`src/rtl/biliner_scale_ctrl_if.sv`:
```
// Destination-size request channel of the bilinear scaler configuration controller.
// The requester drives valid/width/height and the controller answers with ready.
interface biliner_scale_ctrl_if;
    logic        cfg_valid;
    logic        cfg_ready;
    logic [11:0] cfg_dst_width;
    logic [11:0] cfg_dst_height;

    modport master (
        output cfg_valid,
        output cfg_dst_width,
        output cfg_dst_height,
        input  cfg_ready
    );

    modport slave (
        input  cfg_valid,
        input  cfg_dst_width,
        input  cfg_dst_height,
        output cfg_ready
    );
endinterface

```
`src/rtl/biliner_scale_ctrl.sv`:
```
// Frame-synchronous geometry controller: validates a size request, divides out the
// fixed-point step ratios and commits them on a falling post_img_vsync. Optional: SCALE_CFG_ROUND_EN.
module biliner_scale_ctrl #(
    parameter int C_SRC_IMG_WIDTH  = 640,
    parameter int C_SRC_IMG_HEIGHT = 480,
    parameter int C_MAX_DST_WIDTH  = 3840,
    parameter int C_MAX_DST_HEIGHT = 2160,
    parameter int C_FRAC_BITS      = 16
) (
    input  logic                      clk_in2,
    input  logic                      rst,
    biliner_scale_ctrl_if.slave       cfg,
    input  logic                      post_img_vsync,
    output logic [11:0]               c_dst_img_width,
    output logic [11:0]               c_dst_img_height,
    output logic [12+C_FRAC_BITS-1:0] c_x_ratio,
    output logic [12+C_FRAC_BITS-1:0] c_y_ratio,
    output logic                      cfg_apply,
    output logic                      cfg_err
);

    localparam int RW = 12 + C_FRAC_BITS;
    localparam int CW = $clog2(RW + 1);
    localparam logic [RW-1:0] UNIT_RATIO = RW'(1) << C_FRAC_BITS;

    typedef enum logic [1:0] {IDLE, DIV_X, DIV_Y, PEND} state_t;

    state_t          state_q, state_d;
    logic [CW-1:0]   cnt_q, cnt_d;
    logic [11:0]     rem_q, rem_d;
    logic [RW-1:0]   dq_q, dq_d;
    logic [11:0]     cap_w_q, cap_w_d, cap_h_q, cap_h_d;
    logic [RW-1:0]   shd_x_q, shd_x_d, shd_y_q, shd_y_d;
    logic [11:0]     wid_q, wid_d, hgt_q, hgt_d;
    logic [RW-1:0]   xr_q, xr_d, yr_q, yr_d;
    logic            apply_q, apply_d, err_q, err_d;
    logic            vs_q;

    logic            ready_s, illegal_s, fall_s, ge_s;
    logic [12:0]     trial_s, divisor_s;
    logic [RW-1:0]   dq_next_s;
    logic [11:0]     rem_next_s;

    // Fixed-point dividend; the rounding build biases it by half the divisor.
    function automatic logic [RW-1:0] dividend(input int unsigned src, input logic [11:0] d);
        logic [RW-1:0] base;
        base = RW'(src) << C_FRAC_BITS;
`ifdef SCALE_CFG_ROUND_EN
        base = base + RW'(d >> 1);
`else
        base = base + RW'(d & 12'd0);
`endif
        return base;
    endfunction

    assign ready_s   = (state_q == IDLE) && !apply_q;
    assign cfg.cfg_ready = ready_s;
    assign illegal_s = (cfg.cfg_dst_width == 12'd0) || (cfg.cfg_dst_height == 12'd0) ||
                       (cfg.cfg_dst_width > 12'(C_MAX_DST_WIDTH)) ||
                       (cfg.cfg_dst_height > 12'(C_MAX_DST_HEIGHT));
    assign fall_s    = vs_q && !post_img_vsync;

    // Restoring division step: shift in the next dividend bit, subtract when it fits.
    assign divisor_s  = {1'b0, (state_q == DIV_X) ? cap_w_q : cap_h_q};
    assign trial_s    = {rem_q, dq_q[RW-1]};
    assign ge_s       = (trial_s >= divisor_s);
    assign rem_next_s = 12'(ge_s ? (trial_s - divisor_s) : trial_s);
    assign dq_next_s  = {dq_q[RW-2:0], ge_s};

    // Next-state and datapath control.
    always_comb begin
        state_d = state_q;
        cnt_d   = cnt_q;
        rem_d   = rem_q;
        dq_d    = dq_q;
        cap_w_d = cap_w_q;
        cap_h_d = cap_h_q;
        shd_x_d = shd_x_q;
        shd_y_d = shd_y_q;
        wid_d   = wid_q;
        hgt_d   = hgt_q;
        xr_d    = xr_q;
        yr_d    = yr_q;
        apply_d = 1'b0;
        err_d   = 1'b0;
        case (state_q)
            IDLE: begin
                if (cfg.cfg_valid && ready_s) begin
                    if (illegal_s) begin
                        err_d = 1'b1;
                    end else begin
                        cap_w_d = cfg.cfg_dst_width;
                        cap_h_d = cfg.cfg_dst_height;
                        cnt_d   = {CW{1'b0}};
                        state_d = DIV_X;
                    end
                end else begin
                    state_d = IDLE;
                end
            end
            DIV_X: begin
                // Count 0 is the operand load; counts 1..RW each retire one quotient bit.
                if (cnt_q == {CW{1'b0}}) begin
                    rem_d = 12'd0;
                    dq_d  = dividend(C_SRC_IMG_WIDTH, cap_w_q);
                    cnt_d = CW'(1);
                end else if (cnt_q == CW'(RW)) begin
                    shd_x_d = dq_next_s;
                    rem_d   = 12'd0;
                    dq_d    = dividend(C_SRC_IMG_HEIGHT, cap_h_q);
                    cnt_d   = CW'(1);
                    state_d = DIV_Y;
                end else begin
                    rem_d = rem_next_s;
                    dq_d  = dq_next_s;
                    cnt_d = cnt_q + CW'(1);
                end
            end
            DIV_Y: begin
                rem_d = rem_next_s;
                dq_d  = dq_next_s;
                if (cnt_q == CW'(RW)) begin
                    shd_y_d = dq_next_s;
                    state_d = PEND;
                end else begin
                    cnt_d = cnt_q + CW'(1);
                end
            end
            PEND: begin
                if (fall_s) begin
                    wid_d   = cap_w_q;
                    hgt_d   = cap_h_q;
                    xr_d    = shd_x_q;
                    yr_d    = shd_y_q;
                    apply_d = 1'b1;
                    state_d = IDLE;
                end else begin
                    state_d = PEND;
                end
            end
            default: begin
                state_d = IDLE;
            end
        endcase
    end

    // State, datapath and committed-output registers.
    always_ff @(posedge clk_in2 or posedge rst) begin
        if (rst) begin
            state_q <= IDLE;
            cnt_q   <= {CW{1'b0}};
            rem_q   <= 12'd0;
            dq_q    <= {RW{1'b0}};
            cap_w_q <= 12'(C_SRC_IMG_WIDTH);
            cap_h_q <= 12'(C_SRC_IMG_HEIGHT);
            shd_x_q <= UNIT_RATIO;
            shd_y_q <= UNIT_RATIO;
            wid_q   <= 12'(C_SRC_IMG_WIDTH);
            hgt_q   <= 12'(C_SRC_IMG_HEIGHT);
            xr_q    <= UNIT_RATIO;
            yr_q    <= UNIT_RATIO;
            apply_q <= 1'b0;
            err_q   <= 1'b0;
            vs_q    <= 1'b0;
        end else begin
            state_q <= state_d;
            cnt_q   <= cnt_d;
            rem_q   <= rem_d;
            dq_q    <= dq_d;
            cap_w_q <= cap_w_d;
            cap_h_q <= cap_h_d;
            shd_x_q <= shd_x_d;
            shd_y_q <= shd_y_d;
            wid_q   <= wid_d;
            hgt_q   <= hgt_d;
            xr_q    <= xr_d;
            yr_q    <= yr_d;
            apply_q <= apply_d;
            err_q   <= err_d;
            vs_q    <= post_img_vsync;
        end
    end

    assign c_dst_img_width  = wid_q;
    assign c_dst_img_height = hgt_q;
    assign c_x_ratio        = xr_q;
    assign c_y_ratio        = yr_q;
    assign cfg_apply        = apply_q;
    assign cfg_err          = err_q;

endmodule
```
`src/flat_wrapper.sv`:
```
// flat-port wrapper written by rule: the top's interface ports become plain ports
module biliner_scale_ctrl_flat 
#(
    parameter int C_SRC_IMG_WIDTH  = 640,
    parameter int C_SRC_IMG_HEIGHT = 480,
    parameter int C_MAX_DST_WIDTH  = 3840,
    parameter int C_MAX_DST_HEIGHT = 2160,
    parameter int C_FRAC_BITS      = 16
)
  (clk_in2, rst, post_img_vsync, c_dst_img_width, c_dst_img_height, c_x_ratio, c_y_ratio, cfg_apply, cfg_err, cfg_cfg_valid, cfg_cfg_dst_width, cfg_cfg_dst_height, cfg_cfg_ready);
  biliner_scale_ctrl_if cfg_i ();
  input  logic clk_in2;
  input  logic rst;
  input  logic post_img_vsync;
  output logic [11:0] c_dst_img_width;
  output logic [11:0] c_dst_img_height;
  output logic [12+C_FRAC_BITS-1:0] c_x_ratio;
  output logic [12+C_FRAC_BITS-1:0] c_y_ratio;
  output logic cfg_apply;
  output logic cfg_err;
  input wire logic [$bits(cfg_i.cfg_valid)-1:0] cfg_cfg_valid;
  input wire logic [$bits(cfg_i.cfg_dst_width)-1:0] cfg_cfg_dst_width;
  input wire logic [$bits(cfg_i.cfg_dst_height)-1:0] cfg_cfg_dst_height;
  output wire logic [$bits(cfg_i.cfg_ready)-1:0] cfg_cfg_ready;
  assign cfg_i.cfg_valid = cfg_cfg_valid;
  assign cfg_i.cfg_dst_width = cfg_cfg_dst_width;
  assign cfg_i.cfg_dst_height = cfg_cfg_dst_height;
  assign cfg_cfg_ready = cfg_i.cfg_ready;
  biliner_scale_ctrl #(.C_SRC_IMG_WIDTH(C_SRC_IMG_WIDTH), .C_SRC_IMG_HEIGHT(C_SRC_IMG_HEIGHT), .C_MAX_DST_WIDTH(C_MAX_DST_WIDTH), .C_MAX_DST_HEIGHT(C_MAX_DST_HEIGHT), .C_FRAC_BITS(C_FRAC_BITS)) u_core (.clk_in2(clk_in2), .rst(rst), .cfg(cfg_i), .post_img_vsync(post_img_vsync), .c_dst_img_width(c_dst_img_width), .c_dst_img_height(c_dst_img_height), .c_x_ratio(c_x_ratio), .c_y_ratio(c_y_ratio), .cfg_apply(cfg_apply), .cfg_err(cfg_err));
endmodule
```
`config.mk`:
```
export PLATFORM = sky130hd
export DESIGN_NAME = biliner_scale_ctrl_flat
export DESIGN_NICKNAME = d
export VERILOG_FILES = /design/src/rtl/biliner_scale_ctrl_if.sv /design/src/rtl/biliner_scale_ctrl.sv /design/src/flat_wrapper.sv
export SDC_FILE = /design/constraint.sdc
export NUM_CORES = 1
export LEC_CHECK = 0
export BUFFER_PORTS_ARGS = -buffer_cell sky130_fd_sc_hd__buf_2
export CAP_MARGIN = 20
export CORE_MARGIN = 2
export CORE_UTILIZATION = 40
export DETAILED_ROUTE_END_ITERATION = 8
export SLEW_MARGIN = 20
export SYNTH_ARGS = -nofsm -noshare
export SYNTH_HDL_FRONTEND = slang
export SYNTH_SLANG_ARGS = --single-unit
```
`constraint.sdc`:
```
create_clock -name clk_in2 -period 10.05 [get_ports clk_in2]
set_clock_uncertainty 0.2 [all_clocks]
set_input_delay 2.01 -clock clk_in2 [delete_from_list [all_inputs] [get_ports clk_in2]]
set_output_delay 2.01 -clock clk_in2 [all_outputs]
set_load 0.005 [all_outputs]
```
-- Yosys cells after proc, flatten, opt, wreduce, memory -nomap -nowiden
Index checks and enable logic that the tools add are counted.
- flip-flop bits (word level): 210
- input port bits: 28
- word-level logic and storage cells: 79
- add/sub/neg operators: 2
- order comparisons: 3
- eq/ne operators: 11
- mux-type cells: 26
- bitwise gates (word level): 2
- reductions and logical operators: 20
- operators with widths (kind ; number):
    $mux 28 ; 2
    $pmux 28 s2 ; 1
    $mux 12 ; 4
    $mux 5 ; 5
    $gt 12x12->1 const B ; 2
    $logic_not 12->1 ; 2
    $pmux 12 s2 ; 1
    $pmux 5 s3 ; 1
    $ge 13x12->1 ; 1
    $mux 2 ; 6
    $sub 12x12->12 ; 1
    $ne 2x2->1 const B ; 5
    $pmux 2 s4 ; 1
    $reduce_and 4->1 ; 2
    $reduce_and 3->1 ; 2
    $add 5x1->5 const B ; 1
    $eq 5x5->1 const B ; 1
    $logic_not 5->1 ; 1
    $mux 1 ; 5
    $eq 2x2->1 const B ; 2
    $reduce_and 2->1 ; 2
    $logic_and 1x1->1 ; 3
    $logic_or 1x1->1 ; 3
    $ne 3x3->1 const B ; 1
    other kinds (7) ; 9

-- Depth between registers and ports, before layout
- depth in word-level cells: 7
- depth in mapped cells: 13
- depth with buffers taken out: 11

-- Least setup slack after synthesis
OpenSTA, ideal clock, no wires.
- path kind: input port to flip-flop
- from: input cfg_cfg_dst_height[1]
- to: register u_core.cap_w_q[0]
- setup time: 0.127 ns
- arrival: 3.682 ns
- data required time: 9.723 ns
- path slack: 6.040 ns
- stages on the path: 6
- path buffers: 1
- path through: or4_1 or3_1 and4_4 nand2_4 buf_6 mux2_1
- word-level cells in the longest chain between the ends: 6
- elaborated cells on any way between the ends: 7
- those cells by class: order compare: 1; bitwise: 1; reduce/logical: 5
- RTL lines (item ; line ; RTL):
    from (decl) ; flat_wrapper.sv:23 ; input wire logic [$bits(cfg_i.cfg_dst_height)-1:0] cfg_cfg_dst_height;
    parallel branches: the longest is 3 deep, another holds $gt 12x12->1 ; n/a ;
    $logic_or 1x1->1 (*) ; biliner_scale_ctrl.sv:59 ; (cfg.cfg_dst_width > 12'(C_MAX_DST_WIDTH)) ||
    $not 1->1 (no source line) (*) ; n/a ;
    $reduce_and 3->1 (no source line) (*) ; n/a ;
    to (signal assigned) ; biliner_scale_ctrl.sv:154 ; cap_w_q <= 12'(C_SRC_IMG_WIDTH);
    to (signal assigned) ; biliner_scale_ctrl.sv:170 ; cap_w_q <= cap_w_d;
    to (decl) ; biliner_scale_ctrl.sv:32 ; logic [11:0] cap_w_q, cap_w_d, cap_h_q, cap_h_d;
Mark *: on every way between the ends.
A chain may end at the register's enable or synchronous reset.

-- Final worst setup path
- from: register u_core.state_q[0]
- to: output cfg_cfg_ready
- word-level cells in the longest chain between the ends: 2
- RTL lines (item ; line ; RTL):
    from (decl) ; biliner_scale_ctrl.sv:28 ; state_t state_q, state_d;
    from (signal assigned) ; biliner_scale_ctrl.sv:166 ; state_q <= state_d;
    $logic_not 2->1 ; biliner_scale_ctrl.sv:56 ; assign ready_s = (state_q == IDLE) && !apply_q;
    $logic_and 1x1->1 ; biliner_scale_ctrl.sv:56 ;
    to (decl) ; flat_wrapper.sv:24 ; output wire logic [$bits(cfg_i.cfg_ready)-1:0] cfg_cfg_ready;
No other way between the ends.

==> results.toml <==
[run_status]
status = "complete, no violations"

[sta]
slew_headroom_pct = 30.2
timing.fmax_ghz = 0.247
rsz0062_at_grt = "no"
fin_crit_sh_pct = 40.4
final_hold_viol_count = 0
worst_pin_slew_ps = 1040
final-max-slew-violation-count = 0
timing.final.crit_period_ps = 4060
fin_tns_setup_ps = 0
setup_violations = 0

[cells_and_area]
post-route-util_pct = 48.2
diodes = 0
area_delta_synth_final_pct = 18.2
fillers = 2058
fin_area_um2 = 10500
finalNetCount = 963
drive_gt1_share_pct = 25.3

[clocking]
hold_buffers = 0
clock_sinks = 210
cts_made_buffers = 23
cts_htree_levels = 1
cts_resized = 0
postCtsSetupBuffers = 0
path_clk_slew_ps = 60
tritoncts = "built"
worstSkewPairLatency_ps = 520
clockBufferDepth = 3
cts-root-buf = "clkbuf_16"

[logic_synthesis]
yosys_warnings = 0
ys_ff_latch = 210
seq_area_frac_synth_pct = 59.1
synth_area_um2 = 8920
synth.top_cell.area_share_pct = 54.4
syn_inst = 808
syn_area_per_cell_um2 = 11.0
synth-edff-count = 0
synth.distinct_cells = 60
synth_area_leaders = "dfrtp_1 (54%), nand2_1 (11%), mux2_2 (7.2%), dfstp_2 (4.7%), ha_1 (2.5%)"
syn-num-nets = 855
synth_top_area_cell = "dfrtp_1"
yosysMostFrequentCell = "nand2_1"
synthFlopType = "dfrtp_1"
synth_common_cells = "nand2_1 (267), dfrtp_1 (194), mux2_2 (57)"
async_reset_ff_share_pct = 100

[critical_path]
cp-end-kind = "primary output"
critPathArrivalTime_ps = 1850
crit_fanout = 6
r2r_slack_ps = 6130
path_class = "flop to primary output"
startpoint_type = "flop"
cp-startpoint = "u_core.state_q[0]"
reg2reg_from = "u_core.state_q[1]"
worstPathRequired_ps = 7840
reg2reg_depth = 11
r2r_end = "u_core.rem_q[9]"

[min_path]
min_path_type = "flop to flop"
whs_endpoint = "u_core.c_y_ratio[16]"
whs_path_depth = 2
holdCritStartpoint = "u_core.shd_y_q[16]"

[power]
power.density_nw_per_um2 = 280
p_leak_nw = 5.53
vdd_drop_max_uv = 142

[floorplan]
ios = 111
die_y_um = 153
start_util_pct = 40.8
core_area_um2 = 21900
die_area_um2 = 23500
rows = 54
dieWidth_um = 153

[global_routing]
grt_pass1_wl_um = 31900
gr-total-overflow = 0
antenna_found_initial = 0
grt_max_degree = 143
track_usage_pct = 16.2
grt_pass1_vias = 6057

[route]
routed_wl_um = 18900
drtIter0Drc = 357
postRouteAntennaNets = 0
route.detailed.drc = 0
dr.pass1.iters = 4
vias_per_cell = 5.02
num_vias = 6090
wl_per_cell_um = 15.6

[run]
cap_violations = 0

[placed_design]
hpwl_um = 12000
port_buffers = 110
place.gp.congestion = 0.774
placed_area_um2 = 9740
state kept, by name, summed over array words and instances, names as in the netlist, 12 cells and up:
| name | count |
|---|---|
| u_core.c_x_ratio | 28 |
| u_core.c_dst_img_height | 12 |
| u_core.shd_x_q | 28 |
| u_core.shd_y_q | 28 |
| u_core.c_dst_img_width | 12 |
| u_core.cap_w_q | 12 |
| u_core.c_y_ratio | 28 |
| u_core.rem_q | 12 |
| u_core.dq_q | 28 |
| u_core.cap_h_q | 12 |
layout by cell type (no fill, tap or decap), drive strengths merged, types with 3 or more instances in the layout:
cell,count
xnor2,6
mux2,75
o21a,3
nor3,5
dfstp,16
o2bb2ai,7
or4,3
nor4,3
a32o,4
clkinv,4
nor2b,7
ha,18
a2bb2oi,3
a31oi,3
clkbuf,34
nor2,18
a221o,3
buf,118
and4,3
dfrtp,194
a21oi,12
inv,16
a22o,21
o21ai,17
o22ai,5
nand3,7
mux2i,20
nand2,268
bufinv,3
nand2b,7
final cells by class:
type	instances	area, um^2	share of cell area [%]
clock inverter	8	134	1.27
tap	280	350	3.32
multi-input combinational	548	3440	32.7
inverter	15	63.8	0.605
timing repair buffer	118	631	5.98
sequential	210	5280	50.0
clock buffer	34	647	6.13
where the power goes:
group | internal, mW | switching (mW) | leakage (nW)
clock | 0.527 | 0.338 | 0.383
sequential | 1.00 | 0.106 | 2.80
combinational | 0.401 | 0.581 | 2.34
total | 1.93 | 1.02 | 5.53
layer usage:
metal,up-vias,wire length (um),global-route usage [%]
li1,2976,-,-
met1,2972,9000,23.2
met2,118,8800,26.2
met3,24,760,2.67
met4,0,363,3.45
met5,-,0,0
cells by family (layout without fill, tap and decap cells):
group | after synthesis | count (layout) | synth area share [%]
XOR/XNOR | 8 | 8 | 0.785
AO/OA/AOI/OAI | 94 | 94 | 7.92
multiplexers | 95 | 95 | 11.7
flip-flops | 210 | 210 | 59.1
AND/OR/NAND/NOR | 332 | 332 | 15.4
buffers and inverters | 50 | 175 | 2.29
adder cells (fa/ha/maj) | 19 | 19 | 2.75
per-stage QoR:
step	std cells	worst slack, ps	hold slack [ps]	power [mW]
2_1_floorplan	808	2130	232	1.83
3_3_place_gp	1170	5710	244	2.09
3_5_place_dp	1170	5720	245	2.11
4_1_cts	1212	5980	258	2.99
5_1_grt	1213	5860	270	3.14
6_report	1213	5990	255	2.95
worst max path at each step:
stage | cells after the start | endpoint | slack, ps
6_report | 4 | cfg_cfg_ready | 5990
5_1_grt | 4 | cfg_cfg_ready | 5860
4_1_cts | 4 | cfg_cfg_ready | 5980
3_5_place_dp | 7 | u_core.cnt_q[2] | 5720
3_3_place_gp | 7 | u_core.cnt_q[4] | 5710
2_1_floorplan | 1 | u_core.c_dst_img_height[0] | 2130
worst max-delay path, cell delays in order, from the launching register on:
cell and delay, ps:
dfrtp_1 430, inv_1 100, ha_1 350, nor2b_1 290, buf_2 160
Power figures use the tool's default switching activity.
